<file path="src/rtl/rls803_if.sv">
// rls803_if: operand, control and result signals of the rls803 shift stage.
// With RLS803_CARRY_EN defined the bundle also carries the registered carry_out bit.
interface rls803_if #(
    parameter int WIDTH = 8,
    parameter int SHW   = 3
);
    logic [WIDTH-1:0] data_in;
    logic [SHW-1:0]   shift_amount;
    logic             direction;
    logic [WIDTH-1:0] data_out;
`ifdef RLS803_CARRY_EN
    logic             carry_out;
`endif

    // The datapath side drives operands and controls and observes the result.
    modport master (
        output data_in,
        output shift_amount,
        output direction,
`ifdef RLS803_CARRY_EN
        input  carry_out,
`endif
        input  data_out
    );

    // The shift register receives operands and controls and drives the result.
    modport slave (
        input  data_in,
        input  shift_amount,
        input  direction,
`ifdef RLS803_CARRY_EN
        output carry_out,
`endif
        output data_out
    );
endinterface

</file>
<file path="src/rtl/rls803.sv">
// rls803: clocked load/shift register, the barrel-shift stage of the WIMS datapath.
// After a clear the register is armed: the next edge with shift_amount=0 loads data_in.
// Any edge with shift_amount!=0 shifts the held value logically by 0..WIDTH-1 places.
// Optional build macro RLS803_CARRY_EN adds a registered carry_out holding the last bit
// shifted out.
module rls803 #(
    parameter int WIDTH = 8,
    parameter int SHW   = 3
) (
    input logic      clk,
    input logic      clear,
    rls803_if.slave  bus
);

    logic [WIDTH-1:0] r;
    logic             armed;
    logic [WIDTH-1:0] shifted;

`ifdef RLS803_CARRY_EN
    logic             carry;
    logic             shift_carry;
    logic [WIDTH:0]   right_ext;
    logic [WIDTH:0]   left_ext;

    // Log-depth shifter on vectors widened by one guard bit, so that after the final stage
    // the guard bit holds the last bit pushed off the end.
    always_comb begin
        right_ext = {r, 1'b0};
        left_ext  = {1'b0, r};
        for (int s = 0; s < SHW; s++) begin
            if (bus.shift_amount[s]) begin
                right_ext = right_ext >> (1 << s);
                left_ext  = left_ext  << (1 << s);
            end
        end
    end

    assign shifted     = bus.direction ? left_ext[WIDTH-1:0] : right_ext[WIDTH:1];
    assign shift_carry = bus.direction ? left_ext[WIDTH]     : right_ext[0];
    assign bus.carry_out = carry;
`else
    logic [WIDTH-1:0] right_val;
    logic [WIDTH-1:0] left_val;

    // Log-depth shifter: one conditional power-of-two stage per shift_amount bit.
    always_comb begin
        right_val = r;
        left_val  = r;
        for (int s = 0; s < SHW; s++) begin
            if (bus.shift_amount[s]) begin
                right_val = right_val >> (1 << s);
                left_val  = left_val  << (1 << s);
            end
        end
    end

    assign shifted = bus.direction ? left_val : right_val;
`endif

    // Register update: clear wins, then load or hold when shift_amount is zero, else shift.
    always_ff @(posedge clk) begin
        if (clear) begin
            r     <= '0;
            armed <= 1'b1;
`ifdef RLS803_CARRY_EN
            carry <= 1'b0;
`endif
        end else if (bus.shift_amount == '0) begin
            if (armed) begin
                r     <= bus.data_in;
                armed <= 1'b0;
            end
`ifdef RLS803_CARRY_EN
            carry <= 1'b0;
`endif
        end else begin
            r     <= shifted;
            armed <= 1'b0;
`ifdef RLS803_CARRY_EN
            carry <= shift_carry;
`endif
        end
    end

    assign bus.data_out = r;

endmodule

</file>
<file path="src/flat_wrapper.sv">
// flat-port wrapper written by rule: the top's interface ports become plain ports
module rls803_flat 
#(
    parameter int WIDTH = 8,
    parameter int SHW   = 3
)
  (clk, clear, bus_data_in, bus_shift_amount, bus_direction, bus_data_out);
  rls803_if #(.WIDTH(WIDTH), .SHW(SHW)) bus_i ();
  input logic clk;
  input logic clear;
  input wire logic [$bits(bus_i.data_in)-1:0] bus_data_in;
  input wire logic [$bits(bus_i.shift_amount)-1:0] bus_shift_amount;
  input wire logic [$bits(bus_i.direction)-1:0] bus_direction;
  output wire logic [$bits(bus_i.data_out)-1:0] bus_data_out;
  assign bus_i.data_in = bus_data_in;
  assign bus_i.shift_amount = bus_shift_amount;
  assign bus_i.direction = bus_direction;
  assign bus_data_out = bus_i.data_out;
  rls803 #(.WIDTH(WIDTH), .SHW(SHW)) u_core (.clk(clk), .clear(clear), .bus(bus_i));
endmodule
</file>
<file path="config.mk">
export PLATFORM = sky130hd
export DESIGN_NAME = rls803_flat
export DESIGN_NICKNAME = d
export VERILOG_FILES = /design/src/rtl/rls803_if.sv /design/src/rtl/rls803.sv /design/src/flat_wrapper.sv
export SDC_FILE = /design/constraint.sdc
export NUM_CORES = 1
export LEC_CHECK = 0
export CAP_MARGIN = 20
export CORE_AREA = 2 2 47 49
export DETAILED_ROUTE_END_ITERATION = 7
export DIE_AREA = 0 0 49 51
export GPL_TIMING_DRIVEN = 0
export PLACE_DENSITY = 0.87
export SKIP_LAST_GASP = 1
export SYNTH_ARGS = -nofsm -noshare
export SYNTH_HDL_FRONTEND = slang
export SYNTH_SLANG_ARGS = --single-unit
</file>
<file path="constraint.sdc">
create_clock -name clk -period 2.2 [get_ports clk]
set_input_delay 0.44 -clock clk [delete_from_list [all_inputs] [get_ports clk]]
set_output_delay 0.44 -clock clk [all_outputs]
set_load 0.005 [all_outputs]
</file>
; Word level (Yosys, flattened, before mapping)
; Cells that the tools add are included.
[totals]
reg_bits = 9
input_bits = 14
output_inout_bits = 8
wordCells = 20
[op_classes]
eq_ne = 2
n_mux = 10
n_reduce_logical = 4
[op_table]
columns = op, n
row1 = 8-bit two-way mux, 9
row2 = 5-bit by 4-bit != test with 1-bit output (second input constant), 1
row3 = 5-bit nonzero test, 1
row4 = 2-bit AND reduction, 2
row5 = 3-bit zero test, 1
row6 = 2-bit by 1-bit != test with 1-bit output (second input constant), 1
row7 = 1-bit two-way mux, 1

; Logic depth before layout (Yosys ltp)
; Gate-level depths: netlist (run 1).
[logic_depth]
depth_word = 5
depth_mapped = 6
mapped_depth_nobuf = 4

; Worst setup path before layout (run 1)
; OpenSTA, ideal clock, no wires.
[synth_path]
kind = in2reg
from = input port bus_shift_amount[0]
to = register u_core.r[2], in the netlist u_core.bus.data_out[2]
setup_ps = 147
arrival_time_ps = 1568
t_required_ps = 2053
slack_ps = 485
cell_stages = 5
n_path_buf = 1
path_cell_list = buf_6 -> mux4_2 -> and2_4 -> a2111oi_4 -> a2111oi_1
[synth_via]
elab_chain_len = 5
elab_cells_between_ends = 10
cone_classes = eq/ne: 1 / mux: 8 / reduce/logical: 1
[synth_rtl]
columns = item, line_no
row1 = start: declaration, flat_wrapper.sv:12  ; input wire logic [$bits(bus_i.shift_amount)-1:0] bus_shift_amount;
row2 = 8-bit two-way mux (3 in a row), rls803.sv:50  ; if (bus.shift_amount[s]) begin
row3 = 8-bit two-way mux, rls803.sv:57  ; assign shifted = bus.direction ? left_val : right_val;
row4 = 8-bit two-way mux, rls803.sv:68  ; end else if (bus.shift_amount == '0) begin
row5 = end signal: assignment, rls803.sv:70  ; r <= bus.data_in;
row6 = end signal: assignment, rls803.sv:77  ; r <= shifted;
row7 = end: declaration, rls803.sv:15  ; logic [WIDTH-1:0] r;
; Several ways; a longest one is shown, not always the timed one. The select of a mux whose other input is x is not followed.
; A chain may end at the register's enable or synchronous reset.

; Worst setup path after layout (run 1)
[layout_path]
from = input port bus_direction
to = register u_core.r[4], in the netlist u_core.bus.data_out[4]
[layout_via]
elab_chain_len = 2
[layout_rtl]
columns = item, line_no
row1 = start: declaration, flat_wrapper.sv:13  ; input wire logic [$bits(bus_i.direction)-1:0] bus_direction;
row2 = 8-bit two-way mux, rls803.sv:57
row3 = 8-bit two-way mux, rls803.sv:68
; No other way between the ends.

==> summary.txt, run 1 <==
Cells and area
  • # nets final: 155
  • Syn-to-layout area delta: 27.7%
  • Layout cells sized above 1: between 10% and 20%
  • Commonest non-fill, non-tap cell in the layout: clkdlybuf4s50_1
  • Antenna Cells: 0
  • Layout Utilization: 58.6%
  • Finished Layout Cells: 168
  • Finished Cell Area: 1210 µm²
  • Highest-count cells in the layout ignoring fill and taps: clkdlybuf4s50_1 (20), mux2i_1 (15), nand2_1 (9), dfxtp_1 (9)

Yosys
  • Synth Area per Inst: 8.17 µm²
  • Net Count, Synth: 130
  • Post-synthesis cell type count: 36
  • Seq cells post-synth: 9
  • Seq/Total Area, Yosys: 19.0%
  • FFs w/ async S/R, synth: 0%
  • Yosys top cell area share: a little under a fifth
  • Cell accounting for the most synthesized area: dfxtp_1
  • Mapped Cells: 116
  • Ys flop type: dfxtp_1
  • Post-synthesis cell area: 947 µm²
  • EDFF count, synth: 0
  • Ys Warns: 0
  • Largest cells by area after synthesis: dfxtp_1 (19%), mux2i_1 (16%), a211oi_1 (4.8%), mux4_2 (4.8%), a21oi_1 (4.2%)

Floorplan
  • Die area: 2500 µm²
  • Core area: 2060 µm²
  • Ports: 22
  • Row count: 17
  • Initial Utilization: a little under half
  • Vert. Die Dim: 51 µm
  • DIE WIDTH: between 40 and 50 µm

Routing
  • DR vias/cell: 6.50
  • Routed Antenna Nets: 0
  • WL/cell: 17.9 µm
  • Initial drt markers: 39
  • Drt drc: 0
  • Drt total wl: 3010 µm
  • Drt first pass iters: 4
  • DR vias: about 1100

Run
  • # Max-Cap Violations: 0

Worst setup path
  • CP endpoint kind: flip-flop
  • CP Data Required Time: 2.35 ns
  • Family with the most delay on the worst path: buffers and inverters
  • Reg2reg end: u_core.bus.data_out[2]
  • Startpoint type of the worst setup path: primary input
  • R2R setup slack: 0.58 ns
  • RR Startpoint: u_core.bus.data_out[5]
  • Critical-path top delay cell: clkdlybuf4s50_1
  • CP Max Fanout: 10
  • Worst Reg2Reg Path Length in Cells: 4
  • Data arrival, critical path: ~2.2 ns
  • Crit-path max cell delay: 0.50 ns
  • Bufs and invs on worst path: 3
  • Worst Setup Path Type: primary input to flip-flop
  • CP Cell Sequence: clkdlybuf4s50_1, buf_2, clkbuf_1, o21ai_0, a221oi_1, a211oi_1

Place
  • Placed insts: 164
  • Port bufs: 20
  • DPL Wire Length: 2140 µm
  • Post-Place Cell Area: 1180 µm²
  • GPL Wtd Cong: 0.995

Power and ir drop
  • LEAKAGE: 0.431 nW
  • Sequential share of power: 38.0%
  • Clk network pwr share: 29.8%
  • Switching power: 181 µW
  • Pwr Density: 417 nW/µm²
  • Largest vdd supply drop: 0.000372 V
  • Comb pwr share: 32.2%
  • Sw Ratio: 35.8%
  • Internal Power: between 300 and 400 µW

Hold path
  • HP Class: primary input to flip-flop
  • Hold EP: u_core.armed
  • Worst hold path depth: 1
  • Hold path startpoint: clear

CTS
  • Total CTS buffers: 3
  • Postcts setup bufs: 0
  • Clk_lat worst skew: 0.29 ns
  • CTS Root Cell: clkbuf_4
  • Post-CTS Hold Buffers: 0
  • CTS Sinks: 9
  • CTS tree: yes
  • Post-CTS Resized: 0
  • Clock Tree Buf Depth: 2
  • H-tree lvl count: 1
  • Clock transition at path regs: 0.08 ns

GRT
  • GRT overflow: 0
  • First-pass GRT wire length: 4940 µm
  • Largest net degree at the start of global routing: 11
  • Gr usage total: 25.6%
  • Vias in the first global route: 1027
  • Initial antenna violation count: 0

STA
  • Fmax: about 0.50 GHz
  • Rel. slew slack: 60.6%
  • Hold Violations, Final: 0
  • Worst Tran Pin Value: 0.587 ns
  • RSZ-0062 raised after global routing: false
  • Fin Clk Skew: 0.00547 ns
  • Final worst path period need: between 2 and 2.5 ns
  • Setup TNS: 0 ns
  • Setup violators final: 0
  • Crit share post-route: 91.5%
  • Count of final max-slew check failures: 0

Outcome
  • Outcome: finished clean
==> Yosys cell counts (2+ instances only) <==
library cell and number:
mux2i_1 15, dfxtp_1 9, nand2_1 9, a21oi_1 8, o21ai_0 8, a211oi_1 6
nand2b_1 6, buf_2 5, clkbuf_1 4, nand3_1 4, nor3_1 4, a2111oi_0 3
inv_1 3, nand3b_1 3, a21boi_0 2, a221oi_1 2, buf_6 2, mux4_2 2
nand4b_1 2, nor2_1 2, o31ai_1 2
==> worst register-to-register path, stage by stage (launching register included) <==
cell	delay, ns
dfxtp_1	0.40
mux4_2	0.50
and2_4	0.18
a2111oi_4	0.30
a2111oi_1	0.09
==> stage by stage <==
step	worst slack [ns]	total power, mW	hold slack, ns
floorplan	0.485	0.286	0.468
global placement	-0.0494	0.350	0.639
detailed placement	-0.0891	0.354	0.640
CTS	0.196	0.496	0.621
global route	0.108	0.525	0.609
finish	0.187	0.504	0.607
==> worst max path at each step <==
stage	startpoint	end	slack, ns	depth (start not counted)
floorplan	bus_shift_amount[0]	u_core.bus.data_out[2]	0.49	5
global placement	bus_direction	u_core.bus.data_out[4]	-0.05	6
detailed placement	bus_direction	u_core.bus.data_out[4]	-0.09	6
CTS	bus_direction	u_core.bus.data_out[4]	0.20	6
global route	bus_direction	u_core.bus.data_out[4]	0.11	6
finish	bus_direction	u_core.bus.data_out[4]	0.19	6
==> power by group through the flow <==
stage	clock [mW]	sequential, mW	combinational, mW
after floorplan	0	0.189	0.0975
after global placement	0	0.194	0.156
after detailed placement	0	0.195	0.159
after CTS	0.144	0.191	0.161
after global routing	0.158	0.193	0.174
final	0.150	0.192	0.162
==> per-layer routing <==
metal / up-vias / wire, µm / share of wire [%] / global-route usage [%]
met5: - / 0 / 0 / 0
met2: 72 / 1420 / 47 / 42.7
li1: 497 / - / - / -
met4: 0 / 114 / 3.8 / 11.9
met3: 17 / 256 / 8.5 / 4.39
met1: 506 / 1220 / 41 / 32.3
==> flip-flops by register name, summed over array words and instances (netlist names) <==
| register | count |
|---|---|
| u_core.bus.data_out | 8 |
| u_core.armed | 1 |
==> cell type report <==
| class | instances | area, µm² |
|---|---|---|
| well taps | 28 | 35.0 |
| flip-flops and latches | 9 | 180 |
| fillers | 201 | 853 |
| inverters | 3 | 11.3 |
| repair buffers | 20 | 200 |
| clock buffers | 3 | 22.5 |
| multi-input cells | 92 | 689 |
| plain buffers | 12 | 66.3 |
| clock inverters | 1 | 5.00 |
==> kinds of logic (layout without fill, tap and decap cells) <==
group | Yosys count | count (layout) | synth area share, %
DFF | 9 | 9 | 19.0
buffers and inverters | 15 | 39 | 8.19
and+or+nand+nor | 36 | 36 | 22.1
muxes | 17 | 17 | 20.6
AOI/OAI and AO/OA | 39 | 39 | 30.1
Power figures use the tool's default switching activity.
==> run 2, diff against run 1 <==
CAP_MARGIN = 40   (was 20)
==> results of run 2 <==
No change in the layout: final DEF, timing and power equal those of run 1.
